File: src/rtl/regwrite_arbiter_pkg.sv
// Shared types for the register-file write front end: widths, register index and result record.
package regwrite_arbiter_pkg;

  localparam int XLEN     = 32;
  localparam int AW       = 5;
  localparam int NREG     = 1 << AW;
  localparam int LL_DEPTH = 4;

  typedef logic [AW-1:0]   reg_idx_t;
  typedef logic [XLEN-1:0] xdata_t;
  typedef logic [NREG-1:0] reg_mask_t;

  typedef struct packed {
    reg_idx_t rd;
    xdata_t   data;
  } result_t;

  // One-hot register mask; x0 never maps to a bit so it can never become busy.
  function automatic reg_mask_t reg_mask(input reg_idx_t r);
    reg_mask_t m;
    m = '0;
    if (r != '0) m[r] = 1'b1;
    return m;
  endfunction

endpackage

File: src/rtl/regwrite_arbiter_if.sv
// Result streams in, register-file write port and scoreboard out.
interface regwrite_arbiter_if;
  import regwrite_arbiter_pkg::*;

  logic      alu_valid;
  reg_idx_t  alu_rd;
  xdata_t    alu_data;
  logic      ll_valid;
  logic      ll_ready;
  reg_idx_t  ll_rd;
  xdata_t    ll_data;
  logic      iss_valid;
  reg_idx_t  iss_rd;
  logic      rf_we;
  reg_idx_t  rf_waddr;
  xdata_t    rf_wdata;
  reg_mask_t busy;

  modport slave (
    input  alu_valid, alu_rd, alu_data,
    input  ll_valid, ll_rd, ll_data,
    input  iss_valid, iss_rd,
    output ll_ready, rf_we, rf_waddr, rf_wdata, busy
  );

  modport master (
    output alu_valid, alu_rd, alu_data,
    output ll_valid, ll_rd, ll_data,
    output iss_valid, iss_rd,
    input  ll_ready, rf_we, rf_waddr, rf_wdata, busy
  );

endinterface

File: src/rtl/regwrite_arbiter_sync_fifo.sv
// In-order FIFO with extra pointer wrap bit for full/empty; storage is not reset.
module sync_fifo #(
  parameter int DEPTH = 4,
  parameter int W     = 37
) (
  input  logic         clk,
  input  logic         rst,
  input  logic         i_push,
  input  logic         i_pop,
  input  logic [W-1:0] i_din,
  output logic [W-1:0] o_head,
  output logic         o_full,
  output logic         o_empty
);
  localparam int PW = $clog2(DEPTH);

  logic [W-1:0] r_mem [DEPTH];
  logic [PW:0]  r_wptr;
  logic [PW:0]  r_rptr;

  always_ff @(posedge clk) begin
    if (rst) begin
      r_wptr <= '0;
      r_rptr <= '0;
    end else begin
      if (i_push) r_wptr <= r_wptr + 1'b1;
      if (i_pop)  r_rptr <= r_rptr + 1'b1;
    end
  end

  always_ff @(posedge clk) begin
    if (i_push) r_mem[r_wptr[PW-1:0]] <= i_din;
  end

  assign o_head  = r_mem[r_rptr[PW-1:0]];
  assign o_empty = (r_wptr == r_rptr);
  assign o_full  = (r_wptr[PW] != r_rptr[PW]) && (r_wptr[PW-1:0] == r_rptr[PW-1:0]);

endmodule

File: src/rtl/regwrite_arbiter.sv
// Merges ALU and long-latency results onto the single RF write port (ALU first)
// and tracks registers still awaiting a long-latency write.
module regwrite_arbiter
  import regwrite_arbiter_pkg::*;
#(
  parameter int DEPTH = LL_DEPTH
) (
  input logic               clk,
  input logic               rst,
  regwrite_arbiter_if.slave bus
);

  result_t   w_ll_res;
  result_t   w_head;
  logic      w_full;
  logic      w_empty;
  logic      w_push;
  logic      w_pop;
  reg_mask_t w_busy_set;
  reg_mask_t w_busy_clr;

  logic      r_we;
  reg_idx_t  r_waddr;
  xdata_t    r_wdata;
  logic      r_from_ll;
  reg_mask_t r_busy;

  assign w_ll_res.rd   = bus.ll_rd;
  assign w_ll_res.data = bus.ll_data;
  assign w_push        = bus.ll_valid && !w_full;
  assign w_pop         = !bus.alu_valid && !w_empty;

  sync_fifo #(
    .DEPTH (DEPTH),
    .W     ($bits(result_t))
  ) u_fifo (
    .clk     (clk),
    .rst     (rst),
    .i_push  (w_push),
    .i_pop   (w_pop),
    .i_din   (w_ll_res),
    .o_head  (w_head),
    .o_full  (w_full),
    .o_empty (w_empty)
  );

  // x0 results still load the output register but never assert the write enable.
  always_ff @(posedge clk) begin
    if (rst) begin
      r_we      <= 1'b0;
      r_waddr   <= '0;
      r_wdata   <= '0;
      r_from_ll <= 1'b0;
    end else if (bus.alu_valid) begin
      r_we      <= (bus.alu_rd != '0);
      r_waddr   <= bus.alu_rd;
      r_wdata   <= bus.alu_data;
      r_from_ll <= 1'b0;
    end else if (w_pop) begin
      r_we      <= (w_head.rd != '0);
      r_waddr   <= w_head.rd;
      r_wdata   <= w_head.data;
      r_from_ll <= 1'b1;
    end else begin
      r_we      <= 1'b0;
      r_from_ll <= 1'b0;
    end
  end

  // Clear on the RF commit edge of a FIFO-sourced write; a same-edge issue re-sets the bit.
  assign w_busy_clr = (r_we && r_from_ll) ? reg_mask(r_waddr) : '0;
  assign w_busy_set = bus.iss_valid ? reg_mask(bus.iss_rd) : '0;

  always_ff @(posedge clk) begin
    if (rst) r_busy <= '0;
    else     r_busy <= (r_busy & ~w_busy_clr) | w_busy_set;
  end

  assign bus.ll_ready = !w_full;
  assign bus.rf_we    = r_we;
  assign bus.rf_waddr = r_waddr;
  assign bus.rf_wdata = r_wdata;
  assign bus.busy     = r_busy;

endmodule

File: src/flat_wrapper.sv
// flat-port wrapper written by rule: the top's interface ports become plain ports
module regwrite_arbiter_flat import regwrite_arbiter_pkg::*;
#(
  parameter int DEPTH = LL_DEPTH
)
  (clk, rst, bus_alu_valid, bus_alu_rd, bus_alu_data, bus_ll_valid, bus_ll_rd, bus_ll_data, bus_iss_valid, bus_iss_rd, bus_ll_ready, bus_rf_we, bus_rf_waddr, bus_rf_wdata, bus_busy);
  regwrite_arbiter_if bus_i ();
  input logic clk;
  input logic rst;
  input wire logic [$bits(bus_i.alu_valid)-1:0] bus_alu_valid;
  input wire logic [$bits(bus_i.alu_rd)-1:0] bus_alu_rd;
  input wire logic [$bits(bus_i.alu_data)-1:0] bus_alu_data;
  input wire logic [$bits(bus_i.ll_valid)-1:0] bus_ll_valid;
  input wire logic [$bits(bus_i.ll_rd)-1:0] bus_ll_rd;
  input wire logic [$bits(bus_i.ll_data)-1:0] bus_ll_data;
  input wire logic [$bits(bus_i.iss_valid)-1:0] bus_iss_valid;
  input wire logic [$bits(bus_i.iss_rd)-1:0] bus_iss_rd;
  output wire logic [$bits(bus_i.ll_ready)-1:0] bus_ll_ready;
  output wire logic [$bits(bus_i.rf_we)-1:0] bus_rf_we;
  output wire logic [$bits(bus_i.rf_waddr)-1:0] bus_rf_waddr;
  output wire logic [$bits(bus_i.rf_wdata)-1:0] bus_rf_wdata;
  output wire logic [$bits(bus_i.busy)-1:0] bus_busy;
  assign bus_i.alu_valid = bus_alu_valid;
  assign bus_i.alu_rd = bus_alu_rd;
  assign bus_i.alu_data = bus_alu_data;
  assign bus_i.ll_valid = bus_ll_valid;
  assign bus_i.ll_rd = bus_ll_rd;
  assign bus_i.ll_data = bus_ll_data;
  assign bus_i.iss_valid = bus_iss_valid;
  assign bus_i.iss_rd = bus_iss_rd;
  assign bus_ll_ready = bus_i.ll_ready;
  assign bus_rf_we = bus_i.rf_we;
  assign bus_rf_waddr = bus_i.rf_waddr;
  assign bus_rf_wdata = bus_i.rf_wdata;
  assign bus_busy = bus_i.busy;
  regwrite_arbiter #(.DEPTH(DEPTH)) u_core (.clk(clk), .rst(rst), .bus(bus_i));
endmodule
File: config.mk
export PLATFORM = sky130hd
export DESIGN_NAME = regwrite_arbiter_flat
export DESIGN_NICKNAME = d
export VERILOG_FILES = /design/src/rtl/regwrite_arbiter_pkg.sv /design/src/rtl/regwrite_arbiter_if.sv /design/src/rtl/regwrite_arbiter_sync_fifo.sv /design/src/rtl/regwrite_arbiter.sv /design/src/flat_wrapper.sv
export SDC_FILE = /design/constraint.sdc
export NUM_CORES = 1
export LEC_CHECK = 0
export CAP_MARGIN = 40
export CORE_MARGIN = 1.5
export CORE_UTILIZATION = 45
export DETAILED_ROUTE_END_ITERATION = 8
export DONT_BUFFER_PORTS = 1
export GPL_ROUTABILITY_DRIVEN = 0
export GPL_TIMING_DRIVEN = 0
export HOLD_SLACK_MARGIN = 0.02
export PLACE_DENSITY_LB_ADDON = 0.1
export SYNTH_ARGS = -nofsm -noshare
export SYNTH_HDL_FRONTEND = slang
export SYNTH_SLANG_ARGS = --single-unit
File: constraint.sdc
create_clock -name clk -period 4.81 [get_ports clk]
set_input_delay 0.2405 -clock clk [delete_from_list [all_inputs] [get_ports clk]]
set_output_delay 0.2405 -clock clk [all_outputs]
set_load 0.01 [all_outputs]
==> results by group <==
Run status
  – Outcome: finished, final reports clean

Routing
  – DRC viols: 0
  – DR WL/cell: just over 20 µm
  – DR pass1 iterations: 5
  – DR iter-0 viols: 292
  – Via count: 5585
  – Via/cell ratio: 5.50
  – Antenna-violating nets left: 0
  – Final wirelength: 20.9 mm

Timing
  – Final setup fails: 0
  – Fin. Hold Viols: 0
  – Final Cycle Share: 45.2%
  – Slew headroom: between 40% and 50%
  – Final min period: 2.17 ns
  – RSZ-0062 raised after global routing: false
  – Setup_tns: 0 ns
  – Worst-margin pin slew: roughly 0.76 ns
  – Count of final max-slew check failures: 0
  – Setup skew after layout: ~0.017 ns
  – Final hold slack: 0.0499 ns
  – Max Fclk: about 460 MHz

Logic synthesis
  – Synth area leaders: edfxtp_1 50%, dfxtp_1 18%, mux4_2 9.4%, nand2_1 4.4%, a311oi_1 3.0%
  – Syn Nets: 707
  – Ys Warns: 0
  – Post-synthesis sequential area ratio: 68.2%
  – Post-synth cell types: 44
  – Post-synth ARST share: 0%
  – Ys flop type: edfxtp_1
  – Syn Inst Count: 618
  – Synth Register Bits: 227
  – Yosys top cell area share: approximately 50%
  – Post-synthesis cell area: 8840 µm²
  – Post-Syn Area per Cell: 14.3 µm²
  – Post-synth EDFFs: 148
  – Largest area contributor in the netlist: edfxtp_1

Finish
  – Design Area, Final: approximately 11000 µm²
  – Fin nets: 820
  – Syn-to-layout area delta: 22.2%
  – Final cell count without fillers: about 1.0k
  – Share of post-route cells with drive strength above 1: between 10% and 20%

CTS
  – Bufs on Longest Clock Path: 3
  – CTS tree: built
  – Worst-path clk slew: 0.06 ns
  – Later-pin clock latency in the skew report: 0.52 ns
  – Max H-tree Level: 1
  – Post-CTS setup buffers: 0
  – CTS Sinks: 227
  – Inserted Clock Buffers: 24
  – Clock root cell: clkbuf_16

GRT
  – Initial antenna violation count: 2
  – Total track usage: 20.7%
  – Largest net degree at the start of global routing: 27
  – First-pass GRT wire length: 31.9 mm
  – Vias in the first global route: 5767
  – Grt total ovfl: 0

Critical path
  – Nature of the critical path endpoint: flop
  – Critical path buffers and inverters: 1
  – Slowest stage delay, CP: 0.61 ns
  – Worst r2r path cells: 4
  – Crit path depth: 4
  – Worst R2R Setup Slack: 2.64 ns
  – CP cell instances: xnor2_2 -> a31oi_2 -> and2_2 -> buf_12
  – Critical Path Fanout Max: 20
  – Setup CP Type: flop to flop
  – CP delay by family, top: simple AND/OR/NAND/NOR gates
  – Reg2reg end: u_core.u_fifo.r_mem[3][32]
  – CP max stage cell: and2_2
  – Worst EP required: 5.01 ns
  – CP startpoint kind: flop
  – Reg2Reg Launch Point: u_core.u_fifo.r_wptr[0]
  – Worst EP arrival: 2.38 ns
  – Crit path launch: u_core.u_fifo.r_wptr[0]

Die
  – Total Die Area: between 20000 and 25000 µm²
  – I/O pins: between 150 and 200
  – CORE AREA: 19300 µm²
  – Die Y: 143 µm
  – Die X: between 100 and 150 µm
  – Rows: ~50
  – Initial cell density of the core: between 40% and 50%

Worst hold path
  – Worst hold path class: input port to flop
  – Hold Path Stages: 3
  – Hold path endpoint: u_core.bus.busy[21]
  – Min-Delay Startpoint: bus_iss_rd[1]

Power
  – P_leak: 3.57 nW
  – Worst VDD drop: 0.265 mV
  – Power Density: about 450 nW/µm²

Placement
  – Post-DP Area: 9260 µm²
  – Detail Placement HPWL: 13.4 mm
  – Post-placement cell count: 888
  – Port Buffers: 0

Flow run
  – MaxCap Viol Count: 0
-- power by group --
| part | internal (W) | switching, W | total, W |
|---|---|---|---|
| Sequential | 0.00221 | 0.0000880 | 0.00229 |
| Clock | 0.000967 | 0.000707 | 0.00167 |
| Combinational | 0.000376 | 0.000473 | 0.000848 |
| Total | 0.00355 | 0.00127 | 0.00482 |
-- metrics by stage --
| step | worst slack (ns) | power (W) | utilization (%) |
|---|---|---|---|
| finish | 2.64 | 0.00482 | 55.8 |
| floorplan | 2.56 | 0.00291 | - |
| global placement | 1.62 | 0.00311 | 47.4 |
| CTS | 2.58 | 0.00487 | 55.8 |
| global route | 2.48 | 0.00502 | 55.8 |
| detailed placement | 2.60 | 0.00313 | 47.9 |
-- how the worst max path moves through the flow --
stage | slack, ns | endpoint
5_1_grt | 2.48 | u_core.u_fifo.r_mem[3][21]
4_1_cts | 2.58 | u_core.u_fifo.r_mem[3][21]
2_1_floorplan | 2.56 | u_core.u_fifo.r_mem[3][0]
3_5_place_dp | 2.60 | u_core.u_fifo.r_mem[3][11]
6_report | 2.64 | u_core.u_fifo.r_mem[3][32]
3_3_place_gp | 1.62 | u_core.u_fifo.r_wptr[2]
-- metal layers --
layer  wire (µm)  up-vias  GRT usage [%]
met1        8500     2808           26.4
li1            -     2556              -
met2       10400      190           34.9
met3        1580       31           5.47
met5           0        -              0
met4         369        0           5.37
-- kinds of logic (layout without fill, tap and decap cells) --
| family | count (synthesis) | after routing | share of synthesized area, % |
|---|---|---|---|
| and+or+nand+nor | 192 | 192 | 9.70 |
| DFF | 227 | 227 | 68.2 |
| other | 0 | 2 | 0 |
| adders and majority gates | 5 | 5 | 0.708 |
| muxes | 38 | 38 | 9.54 |
| xor gates and xnor gates | 6 | 6 | 0.765 |
| AOI/OAI and AO/OA | 108 | 108 | 8.45 |
| buffers and inverters | 42 | 173 | 2.65 |
-- what timing repair did --
action,4_1_cts,5_1_grt
gates resized for setup,0,0
hold endpoints to repair,215,0
endpoints found under the setup margin,0,0
hold buffers,82,0
-- Yosys cell counts, types with 5 or more instances --
library cell    n
edfxtp_1      148
a311oi_2        8
a21oi_1        33
o21ai_0        32
dfxtp_1        79
clkbuf_1       20
nand2_2         8
ha_1            5
nor2_1         46
buf_2           8
a311oi_1       30
inv_1           5
mux4_2         37
nand2_1       103
-- worst min-delay path, stage by stage --
cell,delay (ns)
nor2_1,0.13
nand2_1,0.10
a21oi_1,0.05
-- layout by cell type, fill, tap and decap left out, drive strengths merged, types with 5 or more instances in the layout --
| master | instances |
|---|---|
| xnor2 | 5 |
| nor2 | 46 |
| dlygate4sd3 | 82 |
| a21oi | 33 |
| dfxtp | 79 |
| clkinv | 8 |
| a311oi | 38 |
| mux4 | 37 |
| inv | 5 |
| ha | 5 |
| clkbuf | 57 |
| nand2 | 111 |
| edfxtp | 148 |
| o21ai | 34 |
| buf | 21 |
-- layout make-up --
type	count	area (µm²)
clock inverter	8	33.8
inverter	5	18.8
tap	265	332
multi-input combinational	349	2580
timing repair buffer	87	906
sequential	227	6030
antenna	2	5.00
buffer	37	215
fill	1658	8540
clock buffer	36	677
-- state kept, by name, indices dropped and copies added (netlist names), named ones only --
name,flops
u_core.bus.busy,32
u_core.bus.rf_waddr,5
u_core.bus.rf_wdata,32
u_core.bus.rf_we,1
u_core.r_from_ll,1
u_core.u_fifo.r_mem,148
u_core.u_fifo.r_rptr,3
u_core.u_fifo.r_wptr,3
Power figures use the tool's default switching activity.
